**config.mk**
```make
export PLATFORM = sky130hd
export DESIGN_NAME = msl_multi_sender
export DESIGN_NICKNAME = d
export VERILOG_FILES = /design/src/rtl/msl_multi_sender.sv
export SDC_FILE = /design/constraint.sdc
export NUM_CORES = 1
export LEC_CHECK = 0
export CAP_MARGIN = 25
export CORE_MARGIN = 4
export CORE_UTILIZATION = 30
export DETAILED_ROUTE_END_ITERATION = 8
export PLACE_DENSITY = 0.55
export SETUP_SLACK_MARGIN = 0.05
export SYNTH_ARGS = -nofsm -noshare
export SYNTH_HDL_FRONTEND = slang
export SYNTH_SLANG_ARGS = --single-unit
```
**constraint.sdc**
```tcl
create_clock -name i_clk -period 7.33 [get_ports i_clk]
set_input_delay 1.466 -clock i_clk [delete_from_list [all_inputs] [get_ports i_clk]]
set_output_delay 1.466 -clock i_clk [all_outputs]
set_load 0.005 [all_outputs]
```
**src/rtl/msl_multi_sender.sv**
```systemverilog
// Multi-channel MSL frame sender: one channel per slot, round-robin, with shadow
// registers so host updates never corrupt a frame that is already on the line.
module msl_multi_sender #(
    parameter int P_DATA_WIDTH = 32,
    parameter int P_CH_NUM     = 4,
    parameter int P_SYSTEM_CLK = 1000,
    parameter int P_BIT_CLKS   = 8,
    parameter int P_PARITY_EN  = 1
) (
    input  logic                             i_clk,
    input  logic                             i_rst,
    input  logic [P_CH_NUM*P_DATA_WIDTH-1:0] i_data,
    input  logic                             i_load,
    output logic                             o_msl_sda,
    output logic                             o_msl_1ms,
    output logic [$clog2(P_CH_NUM)-1:0]      o_ch,
    output logic                             o_busy,
    output logic                             o_frame_done
);
    localparam int CHW = $clog2(P_CH_NUM);
    localparam int PW  = (P_PARITY_EN != 0) ? 1 : 0;
    localparam int FW  = CHW + P_DATA_WIDTH + PW;
    localparam int SW  = $clog2(P_SYSTEM_CLK + 1);
    localparam int BW  = $clog2(P_BIT_CLKS + 1);
    localparam int IW  = $clog2(FW + 1);

    localparam logic [SW-1:0]  SLOT_LAST = SW'(P_SYSTEM_CLK - 1);
    localparam logic [BW-1:0]  CLK_LAST  = BW'(P_BIT_CLKS - 1);
    localparam logic [IW-1:0]  ID_LAST   = IW'(CHW - 1);
    localparam logic [IW-1:0]  DATA_LAST = IW'(P_DATA_WIDTH - 1);
    localparam logic [CHW-1:0] CH_LAST   = CHW'(P_CH_NUM - 1);

    if (P_CH_NUM < 2 || P_CH_NUM > 16) begin : g_bad_ch_num
        $error("msl_multi_sender: P_CH_NUM must be 2..16");
    end
    if (P_BIT_CLKS < 1 || P_SYSTEM_CLK < P_BIT_CLKS * (3 + CHW + P_DATA_WIDTH + PW)) begin : g_bad_slot
        $error("msl_multi_sender: slot too short for one frame");
    end

    typedef enum logic [2:0] {S_IDLE, S_START, S_ID, S_DATA, S_PARITY, S_STOP} state_t;

    state_t                  state_q, state_d;
    logic [SW-1:0]           slot_q;
    logic [BW-1:0]           clk_q, clk_d;
    logic [IW-1:0]           idx_q, idx_d;
    logic [FW-1:0]           shift_q, shift_d;
    logic [CHW-1:0]          ch_d, ch_inc;
    logic [P_DATA_WIDTH-1:0] shadow_q [P_CH_NUM];
    logic [P_DATA_WIDTH-1:0] data_in  [P_CH_NUM];
    logic [P_DATA_WIDTH-1:0] data_sel;
    logic [FW-1:0]           load_word;
    logic                    bit_end, start, frame_end, slot_start;
    logic                    sda_d;

    always_ff @(posedge i_clk) begin
        if (i_rst) begin
            slot_q <= '0;
        end else begin
            slot_q <= (slot_q == SLOT_LAST) ? '0 : slot_q + SW'(1);
        end
    end

    assign slot_start = (slot_q == '0);

    always_comb begin
        for (int k = 0; k < P_CH_NUM; k++) begin
            data_in[k] = i_data[k*P_DATA_WIDTH +: P_DATA_WIDTH];
        end
    end

    // NOTE: shadows are a small register file, not RAM, so clearing them on reset is cheap and well defined.
    always_ff @(posedge i_clk) begin
        if (i_rst) begin
            for (int k = 0; k < P_CH_NUM; k++) shadow_q[k] <= '0;
        end else if (i_load) begin
            for (int k = 0; k < P_CH_NUM; k++) shadow_q[k] <= data_in[k];
        end
    end

    assign ch_inc = (o_ch == CH_LAST) ? '0 : o_ch + CHW'(1);

    // NOTE: every signal gets a default before the case so no path leaves it unassigned (no latches).
    always_comb begin
        state_d   = state_q;
        clk_d     = clk_q;
        idx_d     = idx_q;
        shift_d   = shift_q;
        ch_d      = o_ch;
        start     = 1'b0;
        frame_end = 1'b0;
        bit_end   = (clk_q == CLK_LAST);

        if (state_q != S_IDLE) begin
            clk_d = bit_end ? '0 : clk_q + BW'(1);
            if (bit_end) idx_d = idx_q + IW'(1);
        end

        unique case (state_q)
            S_IDLE:  start = slot_start;
            S_START: if (bit_end && idx_q == IW'(1)) begin
                state_d = S_ID;
                idx_d   = '0;
            end
            S_ID: if (bit_end) begin
                shift_d = shift_q << 1;
                if (idx_q == ID_LAST) begin
                    state_d = S_DATA;
                    idx_d   = '0;
                end
            end
            S_DATA: if (bit_end) begin
                shift_d = shift_q << 1;
                if (idx_q == DATA_LAST) begin
                    state_d = (PW != 0) ? S_PARITY : S_STOP;
                    idx_d   = '0;
                end
            end
            S_PARITY: if (bit_end) begin
                shift_d = shift_q << 1;
                state_d = S_STOP;
                idx_d   = '0;
            end
            S_STOP: if (bit_end) begin
                state_d   = S_IDLE;
                idx_d     = '0;
                frame_end = 1'b1;
                ch_d      = ch_inc;
                // A frame that exactly fills the slot ends on the next slot-start edge.
                start     = slot_start;
            end
            default: state_d = S_IDLE;
        endcase

        // A load on the slot-start edge is forwarded straight into the frame.
        data_sel  = i_load ? data_in[ch_d] : shadow_q[ch_d];
        load_word = '0;
        load_word[FW-1 -: CHW+P_DATA_WIDTH] = {ch_d, data_sel};
        if (PW != 0) load_word[0] = ^{ch_d, data_sel};

        if (start) begin
            state_d = S_START;
            clk_d   = '0;
            idx_d   = '0;
            shift_d = load_word;
        end

        unique case (state_d)
            S_START:                 sda_d = 1'b0;
            S_ID, S_DATA, S_PARITY:  sda_d = shift_d[FW-1];
            default:                 sda_d = 1'b1;
        endcase
    end

    always_ff @(posedge i_clk) begin
        if (i_rst) begin
            state_q      <= S_IDLE;
            clk_q        <= '0;
            idx_q        <= '0;
            shift_q      <= '0;
            o_ch         <= '0;
            o_msl_sda    <= 1'b1;
            o_msl_1ms    <= 1'b0;
            o_busy       <= 1'b0;
            o_frame_done <= 1'b0;
        end else begin
            state_q      <= state_d;
            clk_q        <= clk_d;
            idx_q        <= idx_d;
            shift_q      <= shift_d;
            o_ch         <= ch_d;
            o_msl_sda    <= sda_d;
            o_msl_1ms    <= start;
            o_busy       <= (state_d != S_IDLE);
            o_frame_done <= frame_end;
        end
    end

endmodule

```
## Word-level counts from Yosys, hierarchy flattened

Memories as Yosys holds them, arrays and structs flattened.
Index checks and enable logic that the tools add are counted.

- Register bits after elaboration: 64
- Memory bits (writable): 128
- Input bits: 131
- Output and inout port bits: 6
- Word-level logic and storage cells: 94
- Memories: 1

Memories:

| memory | words | width | read ports | clocked after memory_dff | write ports | RTL line | text |
|---|---|---|---|---|---|---|---|
| shadow_q | 4 | 32 | 1 | 0 | 4 | 48 | `logic [P_DATA_WIDTH-1:0] shadow_q [P_CH_NUM];` |

- Add/sub/neg operators: 4
- Order comparisons: 1
- Equality and inequality tests: 14
- Multiplexer cells: 42
- Bitwise gates (word level): 6
- Reductions and logical operators: 15

Operators with widths:

| cell | number |
|---|---|
| $mux 32 | 7 |
| $mux 35 | 3 |
| $bmux 32 s2 | 1 |
| $mux 6 | 8 |
| $reduce_xor 34->1 | 1 |
| $mux 3 | 8 |
| $pmux 6 s4 | 1 |
| $pmux 3 s6 | 1 |
| $eq 3x2->1 const B | 4 |
| $add 10x1->10 const B | 1 |
| $eq 10x10->1 const B | 1 |
| $logic_not 10->1 | 1 |
| $eq 3x3->1 const B | 3 |
| $reduce_or 2->1 | 4 |
| $mux 1 | 7 |
| $add 6x1->6 const B | 1 |
| $eq 3x1->1 const B | 2 |
| $eq 6x1->1 const B | 1 |
| $eq 6x5->1 const B | 1 |
| $mux 2 | 3 |
| $reduce_bool 3->1 | 2 |
| $reduce_or 3->1 | 2 |
| $add 4x1->4 const B | 1 |
| $eq 4x3->1 const B | 1 |
| 12 further kinds | 17 |

## Longest topological paths before layout

- Word-level depth: 12
- Depth in mapped cells: 16
- Depth with buffers taken out: 12

## Worst setup path before layout

Ideal clock, no wire load.

- Path kind: in2reg
- Start: input port i_load
- End: memory shadow_q[0][0] (enable)
- Setup time: 1.115 ns
- Arrival time: 4.926 ns
- Required time: 6.215 ns
- Setup slack: 1.289 ns
- Cell stages on the path: 6
- Path buffers: 4
- Path through: clkbuf_1 -> inv_2 -> buf_1 -> clkbuf_1 -> buf_1 -> nand2_1

RTL lines:

| what | RTL line | text |
|---|---|---|
| from (decl) | 13 | `input logic i_load,` |
| to (decl) | 48 |  |

## Worst setup path in the final report

- Start: register clk_q[0]
- End: register shift_q[0]

- Word-level cells in the longest chain between the ends: 10
- Elaborated cells between the ends (all ways): 16
- Those cells by class: 1 x eq/ne; 9 x mux; 1 x bitwise; 4 x reduce/logical; 1 x memory

Ends and longest elaborated chain:

| what | RTL line | text |
|---|---|---|
| from (decl) | 44 | `logic [BW-1:0] clk_q, clk_d;` |
| from (signal assigned) | 167 | `clk_q <= clk_d;` |
| $eq 4x3->1 * | 91 | `bit_end = (clk_q == CLK_LAST);` |
| $mux 2 | 123 | `S_STOP: if (bit_end) begin` |
| $mux 2 | 98 | `unique case (state_q)` |
| $not 2->3 (implied by the code) | 135 | `data_sel = i_load ? data_in[ch_d] : shadow_q[ch_d];` |
| $bmux 32 s2 | 135 |  |
| $mux 32 (implied by the code) (2 in series) | 135 |  |
| $mux 32 | 135 |  |
| $reduce_xor 34->1 | 138 | `if (PW != 0) load_word[0] = ^{ch_d, data_sel};` |
| $mux 35 | 140 | `if (start) begin` |
| to (signal assigned) | 169 | `shift_q <= shift_d;` |
| to (decl) | 46 | `logic [FW-1:0] shift_q, shift_d;` |

Mark *: on every way between the ends. The rest lies on a longest branch, timed or not. The select of a mux whose other input is x is not followed.
A chain may end at the register's enable or synchronous reset.

==> impl_summary.md <==
Status
The run finished with clean final reports.

Floorplan
The die footprint is 40000 um2. Pin placement for this block handled 137 I/O pins. The initialized floorplan defines 70 standard-cell rows. The overall die width is 200 um.

The area of the core is 36400 um2. The vertical die dimension is 200 um. For this configuration, the core starts out at a cell density of 0.303.

Synthesis
Ranked by total cell area, the synthesized netlist is headed by sky130_fd_sc_hd__edfxtp_1 (35%), sky130_fd_sc_hd__dfxtp_1 (12%), sky130_fd_sc_hd__and3_1 (6.2%). The post-synthesis async set-or-reset flop share is 0. The portion of the post-synthesis area used by sequential elements is 0.464.

The number of enable-type register cells in the synthesized netlist is 128. The number of distinct library cells after synthesis is 75. When the netlist entered floorplanning its net count stood at 1222. The most area-hungry cell type in the Yosys netlist is sky130_fd_sc_hd__edfxtp_1. The share of synthesized area in the top cell type comes to 0.348. The number of warnings printed during yosys synthesis is 0. Synthesis produced 1085 cells. The cell area after technology mapping is 11000 um2.

Among all flip-flop cells after synthesis, the most frequent one is sky130_fd_sc_hd__edfxtp_1. A synthesized cell averages 10.2 um2. The register bit count reported by yosys is 192. Ranked by instance count, the synthesized netlist is headed by sky130_fd_sc_hd__edfxtp_1 (128), sky130_fd_sc_hd__and3_1 (110), sky130_fd_sc_hd__nand2_1 (101), sky130_fd_sc_hd__o21ai_0 (78), sky130_fd_sc_hd__dfxtp_1 (64).

The leading cell type by number of instances after synthesis is sky130_fd_sc_hd__edfxtp_1.

Timing
For the pin with the worst max-slew slack, the measured transition is 1.08 ns. Of the available clock period, the critical path in the final layout requires 0.614. Setup violations remaining at the end of the flow were counted as 0. The final-report hold violation count is 0.

The shortest clock period the worst path allows after layout is 4.50 ns. For the final routed database, the setup TNS stands at 0 ns. The clock skew after layout is 0.0179 ns.

Based on the critical path, the design can be clocked at up to 222 MHz. The number of max-slew violations in the final report was 0. The headroom to the max-slew limit is 0.283. Setup repair after global routing left no endpoint under its margin.

Setup path
The register-to-register path setup slack is 2.83 ns. The slowest cell on the critical path is sky130_fd_sc_hd__or2_1. In this run the worst path has a maximum fanout of 65. The cell seen most often among critical-path stages is sky130_fd_sc_hd__xnor2_1. The endpoint identified for the worst register-to-register timing path is shift_q[0]. The required time of the critical path is 7.66 ns. In this design, the stage delay of the slowest critical-path cell is 0.69 ns. The launch point of the worst reg-to-reg path is clk_q[0]. STA classifies the critical path startpoint as a flop.

The critical path start-end classification is reg2reg. The sort of element at the end of the critical path is a flop. STA puts the critical path data arrival time at 4.83 ns. The cell class contributing the biggest share of worst-path delay is compound AO/OA/AOI/OAI gates.

The critical path goes through ha_1 -> nand3b_1 -> buf_4 -> o31a_1 -> or2_1 -> buf_4 -> nor2_2 -> a22o_1 -> o31a_1 -> xnor2_1 -> xnor2_1 -> xnor3_1 -> xnor2_1 -> o2bb2ai_1. The count of buffer and inverter cells on the critical path is 2. The number of cell instances on the worst register-to-register path is 14.

Clocking
TritonCTS built the clock tree. The number of cells upsized or downsized after cts is 0. The post-CTS setup repair buffer count is 0.

The root buffer cell chosen for the clock tree is sky130_fd_sc_hd__clkbuf_16. The number of clock sinks seen by CTS is 192. The clock buffer count from CTS is 17.

No sink is reached through more buffers than the 2 on the longest clock path. For this design, the CTS-stage hold fixing added 0 buffers. The clock insertion delay at the later pin of the skew report is 0.45 ns. The clock-pin slew of the registers on the worst-case setup and hold paths is 0.09 ns. CTS built an H-tree with a depth of 4.

Power
The internal power is 1940 uW. The leakage component of the power is 0.00501 uW. The total power per unit cell area is 205 nW/um2. The clock network power share is 0.354. In this run the power spent charging and discharging nets is 769 uW. Of the total power, registers draw 0.476. Of the total power, the share spent switching nets is 0.284. The share of total power dissipated in combinational logic is 0.170.

The overall power after layout is 2710 uW. Across the VDD grid, the largest voltage drop is 0.159 mV.

Job
The max-capacitance violation count is 0.

Finish
The proportion of layout cells with a drive suffix above 1 is 0.0890. The number of diodes is 0. The finished layout holds 1637 standard cells, fillers aside. The post-layout net count is 1293.

Summing all non-filler instances in the final layout gives an area of 13200 um2. The area growth from synthesis to layout is 19.6%.

Drt
The detailed-route wire length per cell is 19.6 um. The first TritonRoute pass finished after 5 iterations. In the routed layout, each cell is associated on average with a via count of 5.37. After detailed routing, the number of remaining DRC violations is 0.

Across all layers, the routed design uses 8787 vias. In this run the remaining antenna-violating nets after routing total 0. The DRC marker count from the first detailed-route iteration is 764. The routed design has 32.1 mm of wire.

GRT
The wire length of the first global-routing pass is 49.8 mm. Entering global routing, the biggest net connects 108 pins. The initial antenna violation count is 0.

The total routing resource utilization after global routing is 0.158. The via count of the first global-routing pass is 8547. The global-route congestion overflow total is 0.

Placement
After detailed placement, the total cell area comes to 12600 um2. The count of placed standard cells including taps is 1605. The routability congestion estimate is 0.784. The number of I/O port buffers is 136. Detailed placement finished with a half-perimeter wire length of 20.8 mm.

Worst hold path
The min-delay analysis places its worst path in the category reg2reg. The source of the worst hold timing path is shift_q[0]. The number of cells on the worst hold path is 2. The worst hold path endpoint is shift_q[0].
==> worst register-to-register path: cells and delay by family, from the launching register on <==
kind                     cells  cell delay (ns)
buffers and inverters        2             0.94
AO/OA/AOI/OAI                4             1.04
flip-flops                   1             0.34
AND/OR/NAND/NOR              3             0.93
XOR/XNOR                     4             0.93
adder cells (fa/ha/maj)      1             0.24
==> worst max path at each step <==
stage,start,end,cells past startpoint
2_1_floorplan,i_load,shadow_q[0][0],6
3_3_place_gp,clk_q[0],shift_q[0],13
3_5_place_dp,clk_q[0],shift_q[0],14
4_1_cts,clk_q[0],shift_q[0],14
5_1_grt,clk_q[0],shift_q[0],14
6_report,clk_q[0],shift_q[0],14
==> logic make-up after synthesis <==
group | count (synthesis) | share of synthesized area
multiplexers | 73 | 0.0965
AO/OA/AOI/OAI | 240 | 0.153
flip-flops | 192 | 0.464
AND/OR/NAND/NOR | 362 | 0.167
buffers and inverters | 164 | 0.0709
adder cells (fa/ha/maj) | 6 | 0.00680
XOR/XNOR | 48 | 0.0418
==> layout make-up <==
class / count / area [um2]
clock buffer: 17 / 425
clock inverter: 15 / 161
fill: 3689 / 23200
inverter: 63 / 236
multi-input combinational: 729 / 5160
sequential: 192 / 5120
tap: 468 / 586
timing repair buffer: 153 / 1510
==> metal layers <==
layer | track usage | up-vias | routed length (um)
li1 | - | 4187 | -
met1 | 0.217 | 4333 | 14300
met2 | 0.257 | 233 | 15600
met3 | 0.0294 | 34 | 1540
met4 | 0.0453 | 0 | 621
met5 | 0 | - | 0
==> registers in the layout (all words and copies together) (netlist names), 2 cells and up <==
register,count
shadow_q,128
shift_q,35
slot_q,10
idx_q,6
clk_q,4
state_q,3
o_ch,2
==> cell usage in the layout, fill, tap and decap left out, drive strengths merged, types with 17 or more instances in the layout <==
master           n
a21oi           28
a311oi          28
and3           110
buf             19
clkbuf          17
clkdlybuf4s50  134
dfxtp           64
edfxtp         128
inv             73
mux2i           42
mux4            26
nand2          101
nand3           17
nor2            66
nor3            41
o21ai           83
o32ai           52
xnor2           29
==> through the flow <==
| step | hold WS (ns) | utilization | worst slack, ns |
|---|---|---|---|
| 2_1_floorplan | 0.441 | - | 1.29 |
| 3_3_place_gp | 0.463 | 0.346 | 2.61 |
| 3_5_place_dp | 0.466 | 0.346 | 2.77 |
| 4_1_cts | 0.474 | 0.362 | 2.78 |
| 5_1_grt | 0.484 | 0.362 | 2.54 |
| 6_report | 0.481 | 0.362 | 2.83 |
==> power groups by stage <==
stage	clock network, uW	registers (uW)	logic (uW)
floorplan	0	1300	289
global placement	0	1310	462
detailed placement	0	1310	463
CTS	979	1290	464
global route	1020	1300	501
finish	957	1290	460
Power figures use the tool's default switching activity.
